--- src/rtl/monster_pixel_fetch_if.sv ---
`default_nettype none
// ----------------------------------------------------------------------------
// monster_pixel_fetch_if : pixel stream, monster table, 8-port ROM and
// resolved-pixel signals of the monster pixel fetch stage.  Rev 1.0
// ----------------------------------------------------------------------------
interface monster_pixel_fetch_if;
  logic        pix_valid;
  logic [9:0]  DrawX;
  logic [9:0]  DrawY;
  logic [79:0] mon_x;
  logic [79:0] mon_y;
  logic [7:0]  mon_alive;
  logic [7:0]  mon_flip;
  logic [18:0] read_address1, read_address2, read_address3, read_address4;
  logic [18:0] read_address5, read_address6, read_address7, read_address8;
  logic [3:0]  data_In1, data_In2, data_In3, data_In4;
  logic [3:0]  data_In5, data_In6, data_In7, data_In8;
  logic [3:0]  pix_index;
  logic        pix_hit;
  logic [7:0]  hit_mask;
  logic        pix_out_valid;

  modport master (
    input  pix_valid, DrawX, DrawY, mon_x, mon_y, mon_alive, mon_flip,
    output read_address1, read_address2, read_address3, read_address4,
    output read_address5, read_address6, read_address7, read_address8,
    input  data_In1, data_In2, data_In3, data_In4,
    input  data_In5, data_In6, data_In7, data_In8,
    output pix_index, pix_hit, hit_mask, pix_out_valid
  );

  modport slave (
    output pix_valid, DrawX, DrawY, mon_x, mon_y, mon_alive, mon_flip,
    input  read_address1, read_address2, read_address3, read_address4,
    input  read_address5, read_address6, read_address7, read_address8,
    output data_In1, data_In2, data_In3, data_In4,
    output data_In5, data_In6, data_In7, data_In8,
    input  pix_index, pix_hit, hit_mask, pix_out_valid
  );
endinterface
`default_nettype wire

--- src/rtl/monster_pixel_fetch.sv ---
`default_nettype none
// ----------------------------------------------------------------------------
// monster_pixel_fetch : box test + ROM addressing for 8 monsters, then
// priority/transparency resolve; fixed 3-cycle pipeline.  Rev 1.0
// ----------------------------------------------------------------------------
module monster_pixel_fetch #(
  parameter int          SPR_W  = 22,
  parameter int          SPR_H  = 22,
  parameter logic [3:0]  TRANSP = 4'h0,
  parameter int          N_MON  = 8
) (
  input  logic                  Clk,
  input  logic                  Reset_n,
  monster_pixel_fetch_if.master bus
);

  localparam logic [10:0] SPR_W11 = 11'(SPR_W);
  localparam logic [10:0] SPR_H11 = 11'(SPR_H);
  localparam logic [18:0] SPR_W19 = 19'(SPR_W);

  logic [10:0]      dx_w    [N_MON];
  logic [10:0]      dy_w    [N_MON];
  logic [10:0]      col_w   [N_MON];
  logic [3:0]       rom_data_w [N_MON];
  logic [N_MON-1:0] in_box_w;
  logic [N_MON-1:0] opaque_w;

  logic [18:0]      addr_d  [N_MON];
  logic [18:0]      addr_q  [N_MON];
  logic [N_MON-1:0] in_box1_d, in_box1_q, in_box2_d, in_box2_q;
  logic             valid1_d, valid1_q, valid2_d, valid2_q;
  logic [3:0]       pix_index_d, pix_index_q;
  logic             pix_hit_d, pix_hit_q;
  logic [N_MON-1:0] hit_mask_d, hit_mask_q;
  logic             out_valid_d, out_valid_q;

  assign rom_data_w[0] = bus.data_In1;
  assign rom_data_w[1] = bus.data_In2;
  assign rom_data_w[2] = bus.data_In3;
  assign rom_data_w[3] = bus.data_In4;
  assign rom_data_w[4] = bus.data_In5;
  assign rom_data_w[5] = bus.data_In6;
  assign rom_data_w[6] = bus.data_In7;
  assign rom_data_w[7] = bus.data_In8;

  // Stage 0: a negative offset shows up as bit 10 set and lands outside the box.
  always_comb begin
    for (int k = 0; k < N_MON; k++) begin
      dx_w[k] = {1'b0, bus.DrawX} - {1'b0, bus.mon_x[10*k +: 10]};
      dy_w[k] = {1'b0, bus.DrawY} - {1'b0, bus.mon_y[10*k +: 10]};
      in_box_w[k] = bus.mon_alive[k] & bus.pix_valid & ~dx_w[k][10] & ~dy_w[k][10]
                  & (dx_w[k] < SPR_W11) & (dy_w[k] < SPR_H11);
      col_w[k] = bus.mon_flip[k] ? (SPR_W11 - 11'd1 - dx_w[k]) : dx_w[k];
      // Constant multiply folds to shift-add; out-of-box reads park on entry 0.
      addr_d[k] = in_box_w[k] ? (19'(dy_w[k]) * SPR_W19 + 19'(col_w[k])) : '0;
    end
  end

  always_comb begin
    in_box1_d = in_box_w;
    valid1_d  = bus.pix_valid;
    in_box2_d = in_box1_q;
    valid2_d  = valid1_q;
    for (int k = 0; k < N_MON; k++) begin
      opaque_w[k] = in_box2_q[k] & (rom_data_w[k] != TRANSP);
    end
    // Walk downward so the lowest-numbered opaque monster wins.
    pix_index_d = TRANSP;
    for (int k = N_MON - 1; k >= 0; k--) begin
      if (opaque_w[k]) begin
        pix_index_d = rom_data_w[k];
      end
    end
    pix_hit_d   = |opaque_w;
    hit_mask_d  = opaque_w;
    out_valid_d = valid2_q;
  end

  always_ff @(posedge Clk or negedge Reset_n) begin
    if (!Reset_n) begin
      for (int k = 0; k < N_MON; k++) begin
        addr_q[k] <= '0;
      end
      in_box1_q   <= '0;
      valid1_q    <= 1'b0;
      in_box2_q   <= '0;
      valid2_q    <= 1'b0;
      pix_index_q <= TRANSP;
      pix_hit_q   <= 1'b0;
      hit_mask_q  <= '0;
      out_valid_q <= 1'b0;
    end else begin
      for (int k = 0; k < N_MON; k++) begin
        addr_q[k] <= addr_d[k];
      end
      in_box1_q   <= in_box1_d;
      valid1_q    <= valid1_d;
      in_box2_q   <= in_box2_d;
      valid2_q    <= valid2_d;
      pix_index_q <= pix_index_d;
      pix_hit_q   <= pix_hit_d;
      hit_mask_q  <= hit_mask_d;
      out_valid_q <= out_valid_d;
    end
  end

  assign bus.read_address1 = addr_q[0];
  assign bus.read_address2 = addr_q[1];
  assign bus.read_address3 = addr_q[2];
  assign bus.read_address4 = addr_q[3];
  assign bus.read_address5 = addr_q[4];
  assign bus.read_address6 = addr_q[5];
  assign bus.read_address7 = addr_q[6];
  assign bus.read_address8 = addr_q[7];
  assign bus.pix_index     = pix_index_q;
  assign bus.pix_hit       = pix_hit_q;
  assign bus.hit_mask      = hit_mask_q;
  assign bus.pix_out_valid = out_valid_q;

endmodule
`default_nettype wire
--- src/flat_wrapper.sv ---
// flat-port wrapper written by rule: the top's interface ports become plain ports
module monster_pixel_fetch_flat 
#(
  parameter int          SPR_W  = 22,
  parameter int          SPR_H  = 22,
  parameter logic [3:0]  TRANSP = 4'h0,
  parameter int          N_MON  = 8
)
  (Clk, Reset_n, bus_pix_valid, bus_DrawX, bus_DrawY, bus_mon_x, bus_mon_y, bus_mon_alive, bus_mon_flip, bus_read_address1, bus_read_address2, bus_read_address3, bus_read_address4, bus_read_address5, bus_read_address6, bus_read_address7, bus_read_address8, bus_data_In1, bus_data_In2, bus_data_In3, bus_data_In4, bus_data_In5, bus_data_In6, bus_data_In7, bus_data_In8, bus_pix_index, bus_pix_hit, bus_hit_mask, bus_pix_out_valid);
  monster_pixel_fetch_if bus_i ();
  input  logic Clk;
  input  logic Reset_n;
  input wire logic [$bits(bus_i.pix_valid)-1:0] bus_pix_valid;
  input wire logic [$bits(bus_i.DrawX)-1:0] bus_DrawX;
  input wire logic [$bits(bus_i.DrawY)-1:0] bus_DrawY;
  input wire logic [$bits(bus_i.mon_x)-1:0] bus_mon_x;
  input wire logic [$bits(bus_i.mon_y)-1:0] bus_mon_y;
  input wire logic [$bits(bus_i.mon_alive)-1:0] bus_mon_alive;
  input wire logic [$bits(bus_i.mon_flip)-1:0] bus_mon_flip;
  output wire logic [$bits(bus_i.read_address1)-1:0] bus_read_address1;
  output wire logic [$bits(bus_i.read_address2)-1:0] bus_read_address2;
  output wire logic [$bits(bus_i.read_address3)-1:0] bus_read_address3;
  output wire logic [$bits(bus_i.read_address4)-1:0] bus_read_address4;
  output wire logic [$bits(bus_i.read_address5)-1:0] bus_read_address5;
  output wire logic [$bits(bus_i.read_address6)-1:0] bus_read_address6;
  output wire logic [$bits(bus_i.read_address7)-1:0] bus_read_address7;
  output wire logic [$bits(bus_i.read_address8)-1:0] bus_read_address8;
  input wire logic [$bits(bus_i.data_In1)-1:0] bus_data_In1;
  input wire logic [$bits(bus_i.data_In2)-1:0] bus_data_In2;
  input wire logic [$bits(bus_i.data_In3)-1:0] bus_data_In3;
  input wire logic [$bits(bus_i.data_In4)-1:0] bus_data_In4;
  input wire logic [$bits(bus_i.data_In5)-1:0] bus_data_In5;
  input wire logic [$bits(bus_i.data_In6)-1:0] bus_data_In6;
  input wire logic [$bits(bus_i.data_In7)-1:0] bus_data_In7;
  input wire logic [$bits(bus_i.data_In8)-1:0] bus_data_In8;
  output wire logic [$bits(bus_i.pix_index)-1:0] bus_pix_index;
  output wire logic [$bits(bus_i.pix_hit)-1:0] bus_pix_hit;
  output wire logic [$bits(bus_i.hit_mask)-1:0] bus_hit_mask;
  output wire logic [$bits(bus_i.pix_out_valid)-1:0] bus_pix_out_valid;
  assign bus_i.pix_valid = bus_pix_valid;
  assign bus_i.DrawX = bus_DrawX;
  assign bus_i.DrawY = bus_DrawY;
  assign bus_i.mon_x = bus_mon_x;
  assign bus_i.mon_y = bus_mon_y;
  assign bus_i.mon_alive = bus_mon_alive;
  assign bus_i.mon_flip = bus_mon_flip;
  assign bus_read_address1 = bus_i.read_address1;
  assign bus_read_address2 = bus_i.read_address2;
  assign bus_read_address3 = bus_i.read_address3;
  assign bus_read_address4 = bus_i.read_address4;
  assign bus_read_address5 = bus_i.read_address5;
  assign bus_read_address6 = bus_i.read_address6;
  assign bus_read_address7 = bus_i.read_address7;
  assign bus_read_address8 = bus_i.read_address8;
  assign bus_i.data_In1 = bus_data_In1;
  assign bus_i.data_In2 = bus_data_In2;
  assign bus_i.data_In3 = bus_data_In3;
  assign bus_i.data_In4 = bus_data_In4;
  assign bus_i.data_In5 = bus_data_In5;
  assign bus_i.data_In6 = bus_data_In6;
  assign bus_i.data_In7 = bus_data_In7;
  assign bus_i.data_In8 = bus_data_In8;
  assign bus_pix_index = bus_i.pix_index;
  assign bus_pix_hit = bus_i.pix_hit;
  assign bus_hit_mask = bus_i.hit_mask;
  assign bus_pix_out_valid = bus_i.pix_out_valid;
  monster_pixel_fetch #(.SPR_W(SPR_W), .SPR_H(SPR_H), .TRANSP(TRANSP), .N_MON(N_MON)) u_core (.Clk(Clk), .Reset_n(Reset_n), .bus(bus_i));
endmodule
--- config.mk ---
export PLATFORM = sky130hd
export DESIGN_NAME = monster_pixel_fetch_flat
export DESIGN_NICKNAME = d
export VERILOG_FILES = /design/src/rtl/monster_pixel_fetch_if.sv /design/src/rtl/monster_pixel_fetch.sv /design/src/flat_wrapper.sv
export SDC_FILE = /design/constraint.sdc
export NUM_CORES = 1
export LEC_CHECK = 0
export CORE_MARGIN = 4
export CORE_UTILIZATION = 47
export CTS_CLUSTER_DIAMETER = 120
export DETAILED_ROUTE_END_ITERATION = 12
export HOLD_SLACK_MARGIN = 0.08
export PLACE_DENSITY = 0.77
export SYNTH_ARGS = -nofsm -noshare
export SYNTH_HDL_FRONTEND = slang
export SYNTH_SLANG_ARGS = --single-unit
export TNS_END_PERCENT = 1
--- constraint.sdc ---
create_clock -name Clk -period 1.9 [get_ports Clk]
set_input_delay 0.19 -clock Clk [delete_from_list [all_inputs] [get_ports Clk]]
set_output_delay 0.19 -clock Clk [all_outputs]
set_load 0.03 [all_outputs]
# Word-level counts from Yosys, hierarchy flattened

Index checks and enable logic that the tools add are counted.

Register bits: 184
Output and inout bits: 166

Add/subtract/negate cells: 32
$mul: 8
Order comparisons: 16
Muxes and demuxes: 24
Bitwise operators: 64
Reduce and logical (&&, ||, !) cells: 9

Operators by type and width:

| kind                  | number |
|---|---|
| $lt 11x5->1 const B   | 16 |
| $sub 10x10->11        | 16 |
| $mux 19               | 8 |
| $add 16x11->17        | 8 |
| $mul 11x4->15 const B | 8 |
| $mux 11               | 8 |
| $sub 5x11->11 const A | 8 |
| $and 1x1->1           | 48 |
| $mux 4                | 8 |
| $reduce_bool 4->1     | 8 |
| $not 1->1             | 16 |
| $reduce_or 8->1       | 1 |

# Logic depth before layout (Yosys ltp)

Gate-level depths: netlist of the first run.

Depth in word-level cells: 10
Mapped depth: 27

# Worst setup path after synthesis of the first run

Ideal clock, no wire load.

Path kind: in2reg
Start: input bus_DrawY[0]
End: register u_core.addr_q, in the netlist u_core.bus.read_address5[12]
Setup time: 0.132 ns
Data arrival time: 4.895 ns
Setup slack: -3.127 ns
Stages: 24
Path buffers: 0
Cells stage by stage: inv_1 ha_1 inv_1 fa_1 a21oi_1 nor2b_1 a311oi_1 xor2_1 inv_1 ha_1 inv_1 fa_1 inv_1 ha_1 o21ai_0 a21oi_1 nand2_1 xnor2_1 ha_1 and4_1 a2111oi_0 nor2_1 xnor2_1 nor2_1

RTL lines:

| what                           | line                      | text |
|---|---|---|
| start: declaration             | flat_wrapper.sv:15        | `input wire logic [$bits(bus_i.DrawY)-1:0] bus_DrawY;` |
| end signal: indexed assignment | monster_pixel_fetch.sv:94 | `addr_q[k] <= addr_d[k];` |
| end: declaration               | monster_pixel_fetch.sv:29 | `logic [18:0] addr_q [N_MON];` |

==> results of run 1 <==
## synthesized netlist by cell type, drive strengths merged, types with 6 or more instances
| cell | n | area, um^2 |
|---|---|---|
| o21ai | 149 | 749 |
| nor2 | 305 | 1140 |
| nand2b | 34 | 215 |
| nor3b | 11 | 82.6 |
| a211oi | 41 | 313 |
| o21bai | 45 | 338 |
| clkbuf | 21 | 78.8 |
| ha | 464 | 5810 |
| o31ai | 20 | 150 |
| inv | 515 | 1930 |
| a31oi | 9 | 56.3 |
| o2111ai | 12 | 105 |
| nor3 | 60 | 300 |
| or3 | 12 | 75.1 |
| and3 | 6 | 37.5 |
| o41ai | 19 | 174 |
| a21oi | 195 | 976 |
| or4 | 12 | 90.1 |
| dfrtp | 168 | 4200 |
| a211o | 12 | 105 |
| buf | 20 | 150 |
| nand4 | 9 | 56.3 |
| nand3 | 62 | 310 |
| o211ai | 29 | 218 |
| a21boi | 6 | 45.0 |
| nand2 | 141 | 529 |
| or2 | 9 | 56.3 |
| xnor2 | 199 | 1740 |
| and2 | 13 | 81.3 |
| a31o | 7 | 61.3 |
| a21o | 65 | 488 |
| fa | 88 | 1760 |
| xor2 | 147 | 1290 |
| o21a | 45 | 338 |
| nor2b | 39 | 244 |
| nor4 | 23 | 144 |
## report_power, final
| group | internal [mW] | switching [mW] |
|---|---|---|
| clock | 1.75 | 1.90 |
| combinational | 39.1 | 36.4 |
| sequential | 3.58 | 0.00167 |
## flip-flops by register name (all words and copies together), names as in the netlist, 17 cells and up
signal and flops:
u_core.bus.read_address1 17, u_core.bus.read_address2 17, u_core.bus.read_address3 17, u_core.bus.read_address4 17
u_core.bus.read_address5 17, u_core.bus.read_address6 17, u_core.bus.read_address7 17, u_core.bus.read_address8 17
## worst max-delay path by stage
stage                  startpoint                                     end  slack [ps]  cells past startpoint
detailed placement   bus_DrawY[0]  u_core.bus.read_address7[15]$_DFF_PN0_       -3710                     27
CTS                  bus_DrawY[0]  u_core.bus.read_address2[15]$_DFF_PN0_       -2640                     24
global route        bus_mon_y[21]  u_core.bus.read_address3[12]$_DFF_PN0_       -3110                     22
floorplan            bus_DrawY[0]  u_core.bus.read_address2[15]$_DFF_PN0_       -2750                     25
global placement     bus_DrawY[0]  u_core.bus.read_address3[13]$_DFF_PN0_       -3480                     26
finish              bus_mon_y[21]  u_core.bus.read_address3[12]$_DFF_PN0_       -3030                     22
## cell type report
type	instances	area, um^2
Fill cell	3292	12700
Tap cell	688	861
Multi-Input combinational cell	2373	21200
Timing Repair Buffer	1305	11100
Sequential cell	168	4200
Antenna cell	4	10.0
Clock buffer	17	425
Inverter	515	1940
Clock inverter	15	158
## metrics by stage
stage / setup slack, ps / hold WS [ps] / std cells / utilization
2_1_floorplan: -2750 / -106 / 3097 / -
3_3_place_gp: -3480 / 147 / 4991 / 0.694
3_5_place_dp: -3710 / 151 / 4991 / 0.694
4_1_cts: -2640 / 166 / 5060 / 0.735
5_1_grt: -3110 / 204 / 5084 / 0.759
6_report: -3030 / 183 / 5085 / 0.759
## what timing repair did
item	in CTS	in global routing
hold endpoints to repair	168	0
endpoints found under the setup margin	147	147
buffers inserted	36	21
hold buffers	1	0
pin swaps	144	131
gates resized for setup	310	222
## critical path, stage by stage
cell,delay (ps)
clkdlybuf4s50_1,470
inv_2,60
ha_1,280
nand2b_1,110
a211oi_2,320
o21ai_2,140
a211o_1,340
buf_4,180
xnor2_4,250
inv_1,100
fa_1,550
inv_1,50
ha_1,330
nor2b_1,180
a311oi_2,240
xnor2_1,160
ha_1,360
nand2_2,80
o311ai_2,540
o21ai_1,160
xor2_1,200
nor2_1,70
## cell families (layout without fill, tap and decap cells)
group           count (synthesis)  count (layout)  synth area share
simple gates                  753             753             0.141
compound gates                701             701             0.181
buf+inv                       556            1852            0.0862
fa+ha+maj                     552             552             0.302
xor+xnor                      346             346             0.121
flops                         168             168             0.168
mux                             5               5           0.00209
other cells                     1              20          0.000149
## cells in the final DEF (no fill, tap or decap), types with 48 or more instances in the layout
cell and n:
buf_4 880, inv_1 480, ha_1 396, clkdlybuf4s50_1 358, nor2_1 274, xnor2_1 175, dfrtp_1 168, a21oi_1 138
nand2_1 131, xor2_1 129, o21ai_0 95, fa_1 72, a21o_1 65, nand3_1 59, a21oi_2 54, ha_4 52
nor3_1 48
## metal layers
metal / part of all wire / global-route usage / vias to the layer above / routed length [um]
li1: - / - / 13100 / -
met1: 0.39 / 0.355 / 13400 / 37100
met4: 0.056 / 0.142 / 12 / 5400
met3: 0.071 / 0.0483 / 362 / 6780
met2: 0.49 / 0.532 / 1223 / 46800
met5: 0.00068 / 0 / - / 65
==> impl_metrics.env, run 1 <==
export IMPL_path_class="in -> reg"
export IMPL_num_vias=28100
export IMPL_drt_pre_antenna_iters=8
export IMPL_clk_latency_ps=520
export IMPL_antenna_found_initial=12
export IMPL_timing_final_crit_share=2.59
export IMPL_dieHeight_um=239
export IMPL_drt_iter0_markers=1875
export IMPL_slew_violations=0
export IMPL_core_region_area_um2=52700
export IMPL_die_area_um2=57100
export IMPL_async_flop_share=1.00
export IMPL_placed_area_um2=36500
export IMPL_fin_nets=5163
export IMPL_cts_tree="built"
export IMPL_drcViolationCount=0
export IMPL_io_pin_count=397
export IMPL_cts_buffers_inserted=17
export IMPL_holdCritPathClass="in -> async"
export IMPL_grt_pass1_wl_um=137000
export IMPL_r2r_start="u_core.in_box2_q[4]$_DFF_PN0_"
export IMPL_cts_sinks=168
export IMPL_clk_pin_slew_ps=80
export IMPL_io_buffers=380
export IMPL_grt_overflow_total=0
export IMPL_total_power_mw=82.8
export IMPL_die_w_um=239
export IMPL_synthesis_area_um2=25100
export IMPL_cp_end_kind="flop"
export IMPL_setup_viol=147
export IMPL_rsz0062_at_grt="yes"
export IMPL_grt_pass1_vias=27800
export IMPL_initial_core_util=0.477
export IMPL_relSlewSlack=0.614
export IMPL_cts_max_level=4
export IMPL_hold_viol_final=0
export IMPL_cts_buffer_depth=2
export IMPL_vias_per_cell=5.52
export IMPL_synth_ff_type="dfrtp_1"
export IMPL_layout_drive_gt1_share=0.316
export IMPL_synth_cell_types=71
export IMPL_rows=84
export IMPL_worst_pin_slew_ps=578
export IMPL_tns_ps=-281030
export IMPL_crit_arrival_ps=5340
export IMPL_netlist_instances=3082
export IMPL_wire_per_inst_um=18.9
export IMPL_ant_nets=0
export IMPL_violations="setup timing"
export IMPL_setup_ws_ps=-3030
export IMPL_power_density_nw_per_um2=2070
export IMPL_fin_crit_ps=4930
export IMPL_grt_start_max_net_pins=51
export IMPL_r2r_end="u_core.bus.pix_index[0]$_DFF_PN0_"
export IMPL_seq_area_frac_synth=0.168
export IMPL_path_max_fanout=4
export IMPL_synth_warnings=0
export IMPL_synth_enable_flop_cells=0
export IMPL_status="finished, violations left"
export IMPL_grtUsageTotal=0.300
export IMPL_clock_skew_final_ps=11.7
export IMPL_gp_congestion=0.916
export IMPL_required_ps=2310
export IMPL_root_buffer="clkbuf_16"
export IMPL_reg2regPathDepth=11
export IMPL_post_dp_hpwl_um=69400
export IMPL_avgSynthCellArea_um2=8.14
export IMPL_ys_ff_latch=168
export IMPL_fmax_ghz=0.203
export IMPL_reg2reg_slack_ps=-10
export IMPL_start_kind="input port"
export IMPL_stdcell_area_um2=40000
export IMPL_power_leakage_nw=20.2
export IMPL_drv_cap=0
export IMPL_ir_worst_vdd_v=0.00203
export IMPL_areaGrowthSynthToFinish_pct=59.2
export IMPL_routed_wl_um=96100
No activity file was read; power rests on OpenSTA's default activity.
==> inputs of run 2 (changes only) <==
CORE_MARGIN = 1.5   (was 4)
CORE_UTILIZATION = 45   (was 47)
PLACE_DENSITY = 0.75   (was 0.77)
==> impl_metrics.env, run 2 (synthesis results as in run 1) <==
export IMPL_setup_viol=144
export IMPL_met3_wirelength_um=6240
export IMPL_layout_commonest_cell="buf_4"
export IMPL_cts_max_level=4
export IMPL_post_dp_hpwl_um=68600
export IMPL_tns_ps=-277560
export IMPL_path_max_fanout=4
export IMPL_status="finished, violations left"
export IMPL_path_class="in -> reg"
export IMPL_num_vias=27400
export IMPL_route_met2_wl_um=43900
export IMPL_layout_cells_non_filler=5151
export IMPL_grtUsageTotal=0.294
export IMPL_layout_drive_gt1_share=0.316
export IMPL_fmax_ghz=0.205
export IMPL_areaGrowthSynthToFinish_pct=59.6
export IMPL_clock_skew_final_ps=16.7
export IMPL_total_power_mw=80.8
export IMPL_core_region_area_um2=55100
export IMPL_io_buffers=380
export IMPL_drt_iter0_markers=1499
export IMPL_antenna_found_initial=13
export IMPL_rsz0062_at_grt="yes"
export IMPL_placed_area_um2=36700
export IMPL_dieHeight_um=239
export IMPL_routed_wl_um=91200
export IMPL_holdCritPathClass="in -> async"
export IMPL_cts_buffers_inserted=17
export IMPL_stdcell_area_um2=40000
export IMPL_cts_buffer_depth=2
export IMPL_violations="setup timing"
export IMPL_dp_slack_ps=-3660
export IMPL_final_cell_mix="buf_4, inv_1, ha_1"
export IMPL_vias_per_cell=5.32
export IMPL_cts_sinks=168
export IMPL_wl_met1_um=36000
export IMPL_power_density_nw_per_um2=2020
export IMPL_die_w_um=239
export IMPL_crit_arrival_ps=5300
export IMPL_wire_per_inst_um=17.7
export IMPL_initial_core_util=0.455
export IMPL_drt_pre_antenna_iters=6
export IMPL_io_pin_count=397
export IMPL_worst_pin_slew_ps=534
export IMPL_power_leakage_nw=20.2
export IMPL_slew_violations=0
export IMPL_timing_final_crit_share=2.56
export IMPL_utilization=0.727
export IMPL_root_buffer="clkbuf_16"
export IMPL_ir_worst_vdd_v=0.00158
export IMPL_cts_tree="built"
export IMPL_highest_layer="met5"
export IMPL_ant_nets=0
export IMPL_grt_overflow_total=0
export IMPL_setup_ws_ps=-2970
export IMPL_die_area_um2=57200
export IMPL_cp_end_kind="flop"
export IMPL_drv_cap=0
export IMPL_hold_ws_ps=171
export IMPL_fin_nets=5166
export IMPL_relSlewSlack=0.640
export IMPL_placedCellCount=5057
export IMPL_grt_pass1_wl_um=132000
export IMPL_clk_pin_slew_ps=70
export IMPL_grt_pass1_vias=26800
export IMPL_gp_congestion=0.940
export IMPL_drcViolationCount=0
export IMPL_rows=86
export IMPL_required_ps=2340
export IMPL_clk_latency_ps=520
export IMPL_start_kind="input port"
export IMPL_hold_viol_final=0
export IMPL_fin_crit_ps=4870
export IMPL_grt_start_max_net_pins=56
==> run 2: cell count changes in the layout (fill, tap and decap cells not counted), sizes merged, moves of 3 or more <==
cell           change
clkbuf             +3
buf                +4
clkinvlp           +4
diode              +3
inv                -5
clkinv             -3
clkdlybuf4s50      -3
==> run 2: what timing repair did <==
action,CTS,global route
endpoints found under the setup margin,148,147
hold buffers,1,0
resized for setup,256,264
gates cloned,0,0
setup buffers,27,27
pin swaps,114,154
hold endpoints to repair,168,0
==> run 2: worst max-delay path: stages <==
cell	delay (ps)
clkdlybuf4s50_1	490
inv_2	70
ha_4	220
buf_6	120
a211oi_2	290
nor2_2	90
o21a_1	240
nor2_2	190
xnor2_2	90
ha_1	290
inv_1	50
fa_1	530
inv_2	80
ha_4	250
buf_4	140
nand4_1	150
a41oi_2	160
buf_4	180
or3_4	370
o22ai_4	160
mux2_4	190
nand2_2	50
or4_4	520
a21oi_2	150
==> run 2: cell type report <==
cell class | instances | area [um^2]
multi-input cells | 2373 | 21200
fillers | 3789 | 15100
repair buffers | 1308 | 11200
flip-flops and latches | 168 | 4200
inverters | 515 | 1940
well taps | 748 | 936
clock buffers | 21 | 460
clock inverters | 11 | 90.1
diodes | 7 | 17.5
==> run 2: metal layers <==
layer,global-route usage,vias up
met1,0.348,13000
met5,0,-
met2,0.511,1014
met3,0.0502,302
met4,0.151,12
li1,-,13100
==> run 2: worst paths after layout <==
path	start	end	slack [ps]	depth (start not counted)
worst max-delay path	bus_mon_y[12]	u_core.bus.read_address2[15]$_DFF_PN0_	-2970	24
worst min-delay path	Reset_n	u_core.bus.read_address5[4]$_DFF_PN0_	170	2
worst max register to register	u_core.in_box2_q[4]$_DFF_PN0_	u_core.bus.pix_index[3]$_DFF_PN0_	30	11
worst min register to register	u_core.out_valid_d$_DFF_PN0_	u_core.bus.pix_out_valid$_DFF_PN0_	350	0
max in group asynchronous	Reset_n	u_core.bus.read_address3[5]$_DFF_PN0_	1050	3
min in group Clk	bus_data_In1[1]	u_core.bus.pix_index[1]$_DFF_PN0_	280	3
==> run 2: report_power, final <==
| part | switching, mW | internal (mW) |
|---|---|---|
| clock network | 1.76 | 1.75 |
| registers | 0.00189 | 3.58 |
| logic | 35.4 | 38.4 |
| total | 37.2 | 43.7 |
